### config.mk
export PLATFORM = sky130hd
export DESIGN_NAME = axis_header_inserter
export DESIGN_NICKNAME = d
export VERILOG_FILES = /design/src/rtl/axis_hdr_pkg.sv /design/src/rtl/axis_byte_merge.sv /design/src/rtl/axis_header_inserter.sv
export SDC_FILE = /design/constraint.sdc
export NUM_CORES = 1
export LEC_CHECK = 0
export ABC_AREA = 1
export CAP_MARGIN = 10
export CORE_UTILIZATION = 49
export DETAILED_ROUTE_END_ITERATION = 10
export HOLD_SLACK_MARGIN = 0.02
export PLACE_DENSITY = 0.78
export SLEW_MARGIN = 20
export SYNTH_ARGS = -nofsm -noshare
export SYNTH_HDL_FRONTEND = slang
export SYNTH_SLANG_ARGS = --single-unit
export TNS_END_PERCENT = 30
### constraint.sdc
create_clock -name clk -period 4.3 [get_ports clk]
set_input_delay 1.29 -clock clk [delete_from_list [all_inputs] [get_ports clk]]
set_output_delay 1.29 -clock clk [all_outputs]
set_load 0.01 [all_outputs]
### src/rtl/axis_hdr_pkg.sv
// Shared types and byte-enable helpers for the AXI-Stream header inserter.
package axis_hdr_pkg;

  // Largest supported beat width in bytes; helpers work on this fixed width and
  // callers zero-extend their narrower keep vectors.
  localparam int unsigned MaxBytes = 64;
  localparam int unsigned MaxCntWd = 7;

  typedef logic [MaxBytes-1:0] keep_t;

  typedef enum logic [1:0] {
    StWaitHdr,
    StStream,
    StFlush
  } state_e;

  // Number of set enables.
  function automatic logic [MaxCntWd-1:0] popcount_keep(keep_t keep);
    logic [MaxCntWd-1:0] cnt;
    cnt = '0;
    for (int i = 0; i < int'(MaxBytes); i++) begin
      cnt = cnt + MaxCntWd'(keep[i]);
    end
    return cnt;
  endfunction

  // n leading ones inside an nb-bit field (bit nb-1 is byte 0).
  function automatic keep_t keep_lead(logic [MaxCntWd-1:0] n, logic [MaxCntWd-1:0] nb);
    keep_t m;
    m = '0;
    for (int i = 0; i < int'(MaxBytes); i++) begin
      if ((i < int'(nb)) && (i >= int'(nb) - int'(n))) m[i] = 1'b1;
    end
    return m;
  endfunction

  // n trailing ones (low bits).
  function automatic keep_t keep_trail(logic [MaxCntWd-1:0] n);
    keep_t m;
    m = '0;
    for (int i = 0; i < int'(MaxBytes); i++) begin
      if (i < int'(n)) m[i] = 1'b1;
    end
    return m;
  endfunction

  // True when keep is a single contiguous run anchored at the expected end.
  function automatic logic is_contig(keep_t keep, logic [MaxCntWd-1:0] nb, logic left);
    logic [MaxCntWd-1:0] n;
    n = popcount_keep(keep);
    if (left) return keep == keep_lead(n, nb);
    return keep == keep_trail(n);
  endfunction

endpackage

### src/rtl/axis_byte_merge.sv
// Concatenates the pending residue with an incoming beat and splits the result
// into one output beat plus the bytes left over.
module axis_byte_merge
  import axis_hdr_pkg::*;
#(
  parameter int unsigned DataWd = 32,
  parameter int unsigned ByteWd = DataWd / 8,
  parameter int unsigned CntWd  = $clog2(ByteWd + 1)
) (
  input  logic [DataWd-1:0] residue_i,
  input  logic [CntWd-1:0]  r_i,
  input  logic [DataWd-1:0] beat_i,
  input  logic [CntWd-1:0]  k_i,
  output logic [DataWd-1:0] out_bytes_o,
  output logic [ByteWd-1:0] out_keep_o,
  output logic [DataWd-1:0] new_residue_o,
  output logic [CntWd-1:0]  new_r_o,
  output logic              full_o,
  output logic              empty_o
);

  localparam int unsigned TotWd = CntWd + 1;

  logic [TotWd-1:0]    total;
  logic [DataWd-1:0]   res_mask;
  logic [DataWd-1:0]   beat_mask;
  logic [2*DataWd-1:0] joined;

  // Byte masks selecting the valid prefix of residue and beat.
  always_comb begin
    res_mask  = '0;
    beat_mask = '0;
    for (int i = 0; i < int'(ByteWd); i++) begin
      if (i < int'(r_i)) res_mask[DataWd-1-8*i -: 8] = 8'hff;
      if (i < int'(k_i)) beat_mask[DataWd-1-8*i -: 8] = 8'hff;
    end
  end

  // Residue bytes first, beat bytes appended right after them; unused bytes are 0.
  always_comb begin
    joined  = {residue_i & res_mask, {DataWd{1'b0}}} |
              ({beat_i & beat_mask, {DataWd{1'b0}}} >> {r_i, 3'b000});
    total   = TotWd'(r_i) + TotWd'(k_i);
    full_o  = (total >= TotWd'(ByteWd));
    empty_o = (total == '0);
    out_bytes_o = joined[2*DataWd-1 -: DataWd];
    if (full_o) begin
      out_keep_o    = '1;
      new_residue_o = joined[DataWd-1:0];
      new_r_o       = CntWd'(total - TotWd'(ByteWd));
    end else begin
      // Short result: the whole sequence fits in the leading bytes.
      out_keep_o    = ByteWd'(keep_lead(MaxCntWd'(total), MaxCntWd'(ByteWd)));
      new_residue_o = joined[2*DataWd-1 -: DataWd];
      new_r_o       = CntWd'(total);
    end
  end

endmodule

### src/rtl/axis_header_inserter.sv
// Prepends a 0..W byte header to each AXI-Stream packet, realigning payload
// bytes and emitting a trailing flush beat when bytes remain after the last beat.
module axis_header_inserter
  import axis_hdr_pkg::*;
#(
  parameter int unsigned DATA_WD      = 32,
  parameter int unsigned DATA_BYTE_WD = DATA_WD / 8,
  parameter int unsigned CNT_WD       = $clog2(DATA_BYTE_WD + 1)
) (
  input  logic                    clk,
  input  logic                    rst_n,
  input  logic                    valid_in,
  input  logic [DATA_WD-1:0]      data_in,
  input  logic [DATA_BYTE_WD-1:0] keep_in,
  input  logic                    last_in,
  output logic                    ready_in,
  output logic                    valid_out,
  output logic [DATA_WD-1:0]      data_out,
  output logic [DATA_BYTE_WD-1:0] keep_out,
  output logic                    last_out,
  input  logic                    ready_out,
  input  logic                    valid_insert,
  input  logic [DATA_WD-1:0]      header_insert,
  input  logic [DATA_BYTE_WD-1:0] keep_insert,
  output logic                    ready_insert,
  output logic                    err_keep
);

  localparam logic [MaxCntWd-1:0] NumBytes = MaxCntWd'(DATA_BYTE_WD);

  state_e                  state_q, state_d;
  logic [DATA_WD-1:0]      res_q, res_d;
  logic [CNT_WD-1:0]       r_q, r_d;
  logic                    vout_q, vout_d;
  logic [DATA_WD-1:0]      dout_q, dout_d;
  logic [DATA_BYTE_WD-1:0] kout_q, kout_d;
  logic                    lout_q, lout_d;
  logic                    err_q, err_d;

  logic                    slot_free;
  logic                    hdr_acc;
  logic                    beat_acc;
  logic [CNT_WD-1:0]       hdr_n;
  logic [CNT_WD-1:0]       beat_k;
  logic                    hdr_bad;
  logic                    beat_bad;

  logic                    load;
  logic                    ld_last;
  logic [DATA_WD-1:0]      ld_data;
  logic [DATA_BYTE_WD-1:0] ld_keep;

  logic [DATA_WD-1:0]      m_out;
  logic [DATA_BYTE_WD-1:0] m_keep;
  logic [DATA_WD-1:0]      m_res;
  logic [CNT_WD-1:0]       m_r;
  logic                    m_full;
  logic                    m_empty;

  // Handshakes; ready_in is the only path from ready_out that is not registered.
  assign slot_free    = !vout_q || ready_out;
  assign ready_insert = rst_n && (state_q == StWaitHdr);
  assign ready_in     = rst_n && (state_q == StStream) && slot_free;
  assign hdr_acc      = valid_insert && ready_insert;
  assign beat_acc     = valid_in && ready_in;

  // Byte counts always come from popcount, even when the enables are malformed.
  assign hdr_n    = CNT_WD'(popcount_keep(keep_t'(keep_insert)));
  assign beat_k   = CNT_WD'(popcount_keep(keep_t'(keep_in)));
  assign hdr_bad  = !is_contig(keep_t'(keep_insert), NumBytes, 1'b0);
  assign beat_bad = !is_contig(keep_t'(keep_in), NumBytes, 1'b1) ||
                    (!last_in && (keep_in != '1));

  axis_byte_merge #(
    .DataWd (DATA_WD),
    .ByteWd (DATA_BYTE_WD),
    .CntWd  (CNT_WD)
  ) u_merge (
    .residue_i     (res_q),
    .r_i           (r_q),
    .beat_i        (data_in),
    .k_i           (beat_k),
    .out_bytes_o   (m_out),
    .out_keep_o    (m_keep),
    .new_residue_o (m_res),
    .new_r_o       (m_r),
    .full_o        (m_full),
    .empty_o       (m_empty)
  );

  // Next-state, residue update and output-register load request.
  always_comb begin
    state_d = state_q;
    res_d   = res_q;
    r_d     = r_q;
    load    = 1'b0;
    ld_last = 1'b0;
    ld_data = '0;
    ld_keep = '0;
    unique case (state_q)
      StWaitHdr: begin
        if (hdr_acc) begin
          // Low n header bytes moved to the front of the residue.
          res_d   = header_insert << (8 * (DATA_BYTE_WD - int'(hdr_n)));
          r_d     = hdr_n;
          state_d = StStream;
        end
      end
      StStream: begin
        if (beat_acc) begin
          if (m_full) begin
            load    = 1'b1;
            ld_data = m_out;
            ld_keep = m_keep;
            res_d   = m_res;
            r_d     = m_r;
            if (last_in) begin
              if (m_r != '0) begin
                state_d = StFlush;
              end else begin
                ld_last = 1'b1;
                state_d = StWaitHdr;
              end
            end
          end else if (last_in) begin
            res_d   = '0;
            r_d     = '0;
            state_d = StWaitHdr;
            if (!m_empty) begin
              load    = 1'b1;
              ld_data = m_out;
              ld_keep = m_keep;
              ld_last = 1'b1;
            end
          end else begin
            // Malformed short beat mid-packet: keep its bytes pending.
            res_d = m_res;
            r_d   = m_r;
          end
        end
      end
      StFlush: begin
        if (slot_free) begin
          load    = 1'b1;
          ld_data = res_q;
          ld_keep = DATA_BYTE_WD'(keep_lead(MaxCntWd'(r_q), NumBytes));
          ld_last = 1'b1;
          res_d   = '0;
          r_d     = '0;
          state_d = StWaitHdr;
        end
      end
      default: state_d = StWaitHdr;
    endcase
  end

  // Output register: reload when the slot frees up, otherwise hold.
  always_comb begin
    vout_d = vout_q;
    dout_d = dout_q;
    kout_d = kout_q;
    lout_d = lout_q;
    if (slot_free) begin
      vout_d = load;
      if (load) begin
        dout_d = ld_data;
        kout_d = ld_keep;
        lout_d = ld_last;
      end
    end
    err_d = (hdr_acc && hdr_bad) || (beat_acc && beat_bad);
  end

  // State and datapath registers with synchronous active-low reset.
  always_ff @(posedge clk) begin
    if (!rst_n) begin
      state_q <= StWaitHdr;
      res_q   <= '0;
      r_q     <= '0;
      vout_q  <= 1'b0;
      dout_q  <= '0;
      kout_q  <= '0;
      lout_q  <= 1'b0;
      err_q   <= 1'b0;
    end else begin
      state_q <= state_d;
      res_q   <= res_d;
      r_q     <= r_d;
      vout_q  <= vout_d;
      dout_q  <= dout_d;
      kout_q  <= kout_d;
      lout_q  <= lout_d;
      err_q   <= err_d;
    end
  end

  assign valid_out = vout_q;
  assign data_out  = dout_q;
  assign keep_out  = kout_q;
  assign last_out  = lout_q;
  assign err_keep  = err_q;

endmodule

==> Word-level counts from Yosys, hierarchy flattened <==
Index checks and enable logic that the tools add are counted.
{ "totals": {"reg_bits": 76, "inputBits": 78, "output_inout_bits": 41, "word_cells": 269} }
{ "op_classes": {"addsub": 12, "order_cmp": 85, "n_eq_ne": 9, "shifts": 2, "n_mux": 128, "bitwise": 3, "n_reduce_logical": 22} }
{ "ops": {"columns": ["operator", "count"], "rows": [
  ["$mux W32", 10],
  ["$ge A3 B32 Y1 const A", 6],
  ["$lt A6 B4 Y1 const A", 32],
  ["$ge A1 B32 Y1 const A", 3],
  ["$ge A2 B32 Y1 const A", 3],
  ["$pmux W32 S3", 1],
  ["$mux W1", 85],
  ["$lt A5 B4 Y1 const A", 16],
  ["$and A32 B32 Y32", 2],
  ["$eq A4 B64 Y1", 1],
  ["$mux W8", 8],
  ["$or A64 B64 Y64", 1],
  ["$pmux W32 S2", 1],
  ["$shr A64 B6 Y64", 1],
  ["$lt A4 B4 Y1 const A", 8],
  ["$shl A32 B32 Y32", 1],
  ["$mux W4", 5],
  ["$mux W3", 6],
  ["$lt A3 B4 Y1 const A", 4],
  ["$mux W2", 7],
  ["$lt A1 B3 Y1 const A", 4],
  ["$lt A2 B3 Y1 const A", 4],
  ["$sub A3 B4 Y5 const A", 2],
  ["$pmux W3 S3", 1],
  ["25 further kinds", 49]
]} }

==> Longest topological paths before layout <==
{ "depth": {"ltp_word": 13, "ltp_mapped": 22, "mapped_depth_nobuf": 22} }

==> Hierarchy <==
From an unflattened synthesis, not the netlist that was laid out.
{ "hier_totals": {"hier_cells": 1386, "area_unflattened_um2": 7440.9} }
{ "by_module_without_submodules": {"columns": ["module", "n_inst", "cells_per_inst", "area_per_inst_um2", "seq_area_each_um2"], "rows": [
  ["axis_header_inserter", 1, 899, 5116.2, 1521.5],
  ["axis_byte_merge", 1, 487, 2324.7, 0.0]
]} }

==> Worst setup path before layout <==
Ideal clock, no wire load.
{ "synth_timing": {"path_kind": "input to register", "from": "input keep_in[0]", "to": "register dout_q[19] (netlist: data_out[19])", "setup_time_ps": 113, "arrival_time_ps": 4170, "t_required_ps": 4187, "slack_ps": 17, "stages": 17, "path_buffers": 1, "path_cell_list": "fa_1 ha_1 ha_1 fa_1 inv_1 ha_1 nand3_1 inv_1 nor2_4 nand2_4 nand2_4 nand2_2 nand2_4 buf_6 nand2_1 nand2_1 nor2_1"} }
{ "synth_between": {"elab_chain_len": 13, "word_cells_on_any_way": 28, "classes_between": "add/sub: 4; order compare: 5; shift: 1; mux: 14; bitwise: 2; reduce/logical: 2"} }
{ "synth_rtl": {"columns": ["item", "line", "text"], "rows": [
  ["start, declared", "axis_header_inserter.sv:14", "input logic [DATA_BYTE_WD-1:0] keep_in,"],
  ["$add A1 B1 Y2 *", "axis_hdr_pkg.sv:22", "cnt = cnt + MaxCntWd'(keep[i]);"],
  ["$add A2 B1 Y3 *", "axis_hdr_pkg.sv:22", null],
  ["$add A3 B1 Y4 *", null, null],
  ["$lt A2 B3 Y1 or $lt A1 B3 Y1 (tied branches)", "axis_byte_merge.sv:35", "if (i < int'(k_i)) beat_mask[DataWd-1-8*i -: 8] = 8'hff;"],
  ["$mux W8", "axis_byte_merge.sv:35", null],
  ["$and A32 B32 Y32", "axis_byte_merge.sv:42", "({beat_i & beat_mask, {DataWd{1'b0}}} >> {r_i, 3'b000});"],
  ["$shr A64 B6 Y64", "axis_byte_merge.sv:42", null],
  ["$or A64 B64 Y64", "axis_byte_merge.sv:41", "joined = {residue_i & res_mask, {DataWd{1'b0}}} |"],
  ["$mux W32", "axis_header_inserter.sv:129", "if (!m_empty) begin"],
  ["$mux W32", "axis_header_inserter.sv:125", "end else if (last_in) begin"],
  ["$mux W32", "axis_header_inserter.sv:111", "if (m_full) begin"],
  ["$mux W32", "axis_header_inserter.sv:110", "if (beat_acc) begin"],
  ["$pmux W32 S2", "axis_header_inserter.sv:100", "unique case (state_q)"],
  ["end signal, assigned", "axis_header_inserter.sv:190", "dout_q <= dout_d;"],
  ["end, declared", "axis_header_inserter.sv:35", "logic [DATA_WD-1:0] dout_q, dout_d;"]
]} }
Every way passes the cells marked *; elsewhere a longest branch is shown, timed or not.
A chain may end at the register's enable or synchronous reset.

==> Worst setup path after layout <==
{ "layout_timing": {"from": "input keep_in[0]", "to": "register res_q[5]"} }
{ "layout_between": {"elab_chain_len": 13, "word_cells_on_any_way": 21, "classes_between": "add/sub: 4; order compare: 5; shift: 1; mux: 9; bitwise: 2"} }
{ "layout_rtl": {"columns": ["item", "line", "text"], "rows": [
  ["$add A1 B1 Y2 *", "axis_hdr_pkg.sv:22", null],
  ["$add A2 B1 Y3 *", "axis_hdr_pkg.sv:22", null],
  ["$add A3 B1 Y4 *", null, null],
  ["$lt A2 B3 Y1 or $lt A1 B3 Y1 (tied branches)", "axis_byte_merge.sv:35", null],
  ["$mux W8", "axis_byte_merge.sv:35", null],
  ["$and A32 B32 Y32", "axis_byte_merge.sv:42", null],
  ["$shr A64 B6 Y64", "axis_byte_merge.sv:42", null],
  ["$or A64 B64 Y64", "axis_byte_merge.sv:41", null],
  ["$mux W32", "axis_byte_merge.sv:47", "if (full_o) begin"],
  ["$mux W32", "axis_header_inserter.sv:125", null],
  ["$mux W32 *", "axis_header_inserter.sv:111", null],
  ["$mux W32 *", "axis_header_inserter.sv:110", null],
  ["$pmux W32 S3 *", "axis_header_inserter.sv:100", null],
  ["end signal, assigned", "axis_header_inserter.sv:187", "res_q <= res_d;"],
  ["end, declared", "axis_header_inserter.sv:32", "logic [DATA_WD-1:0] res_q, res_d;"]
]} }
Every way passes the cells marked *; elsewhere a longest branch is shown, timed or not. The select of a mux whose other input is x is not followed.

==> flow_summary_export.csv <==
group,metric,value,unit
yosys,synthCells,1191,
final_layout,postLayoutCoreUtil,0.6769,
power_and_ir_drop,leakage,4.448,nW
global_route,grt_usage,0.3399,
global_route,grt_pass1_wl,38760,µm
global_route,antenna_found_initial,1,
yosys,ys_seq_area_frac,0.2198,
worst_setup_path,cp_max_fo,8,
timing,setup_viol,0,
worst_setup_path,crit_start,"keep_in[0]",
worst_setup_path,r2r-start,"r_q[0]",
cts,cts_tree,"built",
worst_setup_path,crit_end,"res_q[5]",
placement,dp_hpwl,18030,µm
global_route,overflow,0,
global_route,grt_max_degree,75,
worst_setup_path,ff2ff_setup_slack,1240,ps
power_and_ir_drop,power_switching_share,0.5034,
final_layout,final_common_cell,"nand2_1",
power_and_ir_drop,netSwitchingPower,2.845,mW
yosys,async_reset_ff_frac,0,
routing,drtAntennaViolNets,0,
cts,root_buffer,"clkbuf_16",
floorplan,core-area,13830,µm²
timing,relSlewSlack,0.3266,
yosys,ys_seq_elements,76,
worst_setup_path,critPathArrivalTime,4480,ps
yosys,yosysWarnings,0,
placement,gp_congestion,0.9798,
cts,cts_sinks,76,
yosys,synthFlopType,"dfxtp_1",
final_layout,fillers,1237,
timing,finalHoldViolations,0,
yosys,synthDistinctLibCells,38,
routing,drt_first_iter_violations,1213,
timing,slew_viol_final,0,
placement,place_ws,-546.9,ps
floorplan,die_y,120.9,µm
final_layout,layout_common_cells,"nand2_1 (315), nand3_1 (217), nor2_1 (124)",
routing,first_pass_iters,8,
power_and_ir_drop,pwr-share-comb,0.673,
outcome,outcome,"complete, no violations",
routing,vias,8789,
worst_hold_path,min_path_type,"reg -> reg",
final_layout,synthToLayoutAreaGrowth,35.21,%
final_layout,layout-drive-gt1-share,0.1025,
cts,clkTransAtPathRegs,60,ps
floorplan,start_util,0.5006,
global_route,grt_pass1_vias,7974,
timing,tightest_slew,1004,ps
cts,cts_hold_buffers,0,
worst_setup_path,worstSetupPathType,"in -> reg",
timing,timing.final.ws_setup,85.53,ps
yosys,avgSynthCellArea,5.812,µm²
flow_run,max_cap_viol_count,0,
power_and_ir_drop,power,5.651,mW
placement,portBuffers,118,
timing,rsz0062_at_grt,"true",
power_and_ir_drop,irDropWorstVdd,0.3088,mV
final_layout,nets,1456,
power_and_ir_drop,power_frac_seq,0.177,
cts,clockBufferDepth,2,
yosys,syn_nets,1306,
floorplan,rows,43,
worst_setup_path,worstPathRequired,4570,ps
worst_setup_path,end_kind,"register",
timing,clock_skew,9.337,ps
routing,avgViaCountPerCell,5.756,
timing,finalWorstPathRequiredPeriod,4214,ps
power_and_ir_drop,power-per-cell-area,603.8,nW/µm²
cts,htreeDepth,3,
floorplan,die_w,120.9,µm
floorplan,dieArea,14600,µm²
routing,wl_per_cell,16.71,µm
power_and_ir_drop,pwr-share-clk,0.150,
floorplan,pin_count,119,
cts,worstSkewPairLatency,350,ps
yosys,synth_area,6922,µm²
routing,drc,0,
routing,drt-total-wl,25520,µm
worst_setup_path,startpoint_type,"input pin",
cts,cts_inserted_buffers,9,
timing,final.period_utilization,0.9801,
power_and_ir_drop,internal_power,2.806,mW
timing,max_freq,237.3,MHz
worst_setup_path,r2r-end,"keep_out[1]",
yosys,synth_edf_count,0,
worst_setup_path,r2r_cells,10,
==> how the worst min path moves through the flow <==
stage	depth (start not counted)	startpoint	to
finish	2	last_out	last_out
CTS	2	last_out	last_out
floorplan	2	res_q[31]	res_q[31]
global route	2	last_out	last_out
global placement	2	keep_out[3]	keep_out[3]
detailed placement	2	last_out	last_out
==> stage by stage <==
step	cells	instance area [µm²]	setup TNS, ps	hold WS [ps]
6_report	1527	9359	0	493.1
5_1_grt	1526	9356	-82.84	530.0
4_1_cts	1518	9135	0	497.9
3_5_place_dp	1501	8726	-35220	482.5
3_3_place_gp	1501	8726	-30330	474.3
2_1_floorplan	1191	6922	0	492.1
==> Yosys cell counts, types with 4 or more instances <==
library cell / n / share of area
o21ai_0: 81 / 0.059
dfxtp_1: 76 / 0.22
clkbuf_1: 47 / 0.025
a21oi_1: 53 / 0.038
buf_6: 7 / 0.011
inv_1: 103 / 0.056
o211ai_1: 22 / 0.024
ha_1: 32 / 0.058
nand3_1: 218 / 0.16
nand4_1: 5 / 0.0045
nor2_1: 130 / 0.070
fa_1: 5 / 0.014
nor3_1: 7 / 0.0051
nand2_1: 317 / 0.17
clkinv_1: 4 / 0.0022
o22ai_1: 6 / 0.0054
buf_2: 16 / 0.012
o21a_1: 7 / 0.0076
xnor2_1: 4 / 0.0051
a31oi_1: 17 / 0.015
==> worst max-delay path: stages <==
cell           delay (ps)
dlygate4sd2_1         260
fa_1                  580
ha_4                  210
ha_1                  200
fa_1                  500
inv_1                  60
buf_4                 140
nand2_2                70
nand3_2               100
nand2_2               110
nor2_4                 60
buf_4                 170
a21oi_4               180
buf_12                150
clkbuf_16             160
nand3_1                90
a21oi_1               150
==> area by class of cell <==
type	instances	area [µm²]	share of cell area
multi-input combinational	932	4720	0.5043
timing repair buffer	213	2155	0.2302
sequential	76	1521	0.1626
inverter	109	409.1	0.04372
clock buffer	11	242.7	0.02594
tap	180	225.2	0.02406
clock inverter	5	83.83	0.008957
antenna	1	2.502	0.0002674
==> registers in the layout, summed over array words and instances (netlist names) <==
name	flops
err_keep	1
res_q	32
valid_out	1
r_q	3
keep_out	4
data_out	32
state_q	2
last_out	1
==> power by group through the flow <==
| stage | clock network [mW] | logic (mW) | registers [mW] |
|---|---|---|---|
| finish | 0.845 | 3.80 | 1.00 |
| global route | 0.875 | 4.12 | 1.02 |
| CTS | 0.846 | 3.61 | 0.996 |
| detailed placement | 0 | 3.56 | 1.01 |
| global placement | 0 | 3.52 | 1.01 |
| floorplan | 0 | 2.26 | 0.976 |
==> logic make-up (layout without fill, tap and decap cells) <==
group,count (synthesis),count (layout),synth area share
AND/OR/NAND/NOR,688,688,0.4239
AO/OA/AOI/OAI,197,197,0.1603
buffers and inverters,183,338,0.1104
flip-flops,76,76,0.2198
adder cells (fa/ha/maj),37,37,0.07231
XOR/XNOR,7,7,0.008858
multiplexers,3,3,0.004339
other,0,1,0
==> timing repair <==
item,CTS,global route
pin swaps,3,5
resized for setup,15,9
cloned,1,7
endpoints found under the setup margin,74,33
setup buffers,0,1
==> layer usage <==
metal | vias to the layer above | wire, µm | GRT usage
li1 | 4216 | - | -
met5 | - | 0 | 0
met4 | 0 | 1872 | 0.2353
met2 | 554 | 11820 | 0.5700
met1 | 3874 | 9490 | 0.3910
met3 | 145 | 2329 | 0.06156
(Power assumes the default switching activity.)
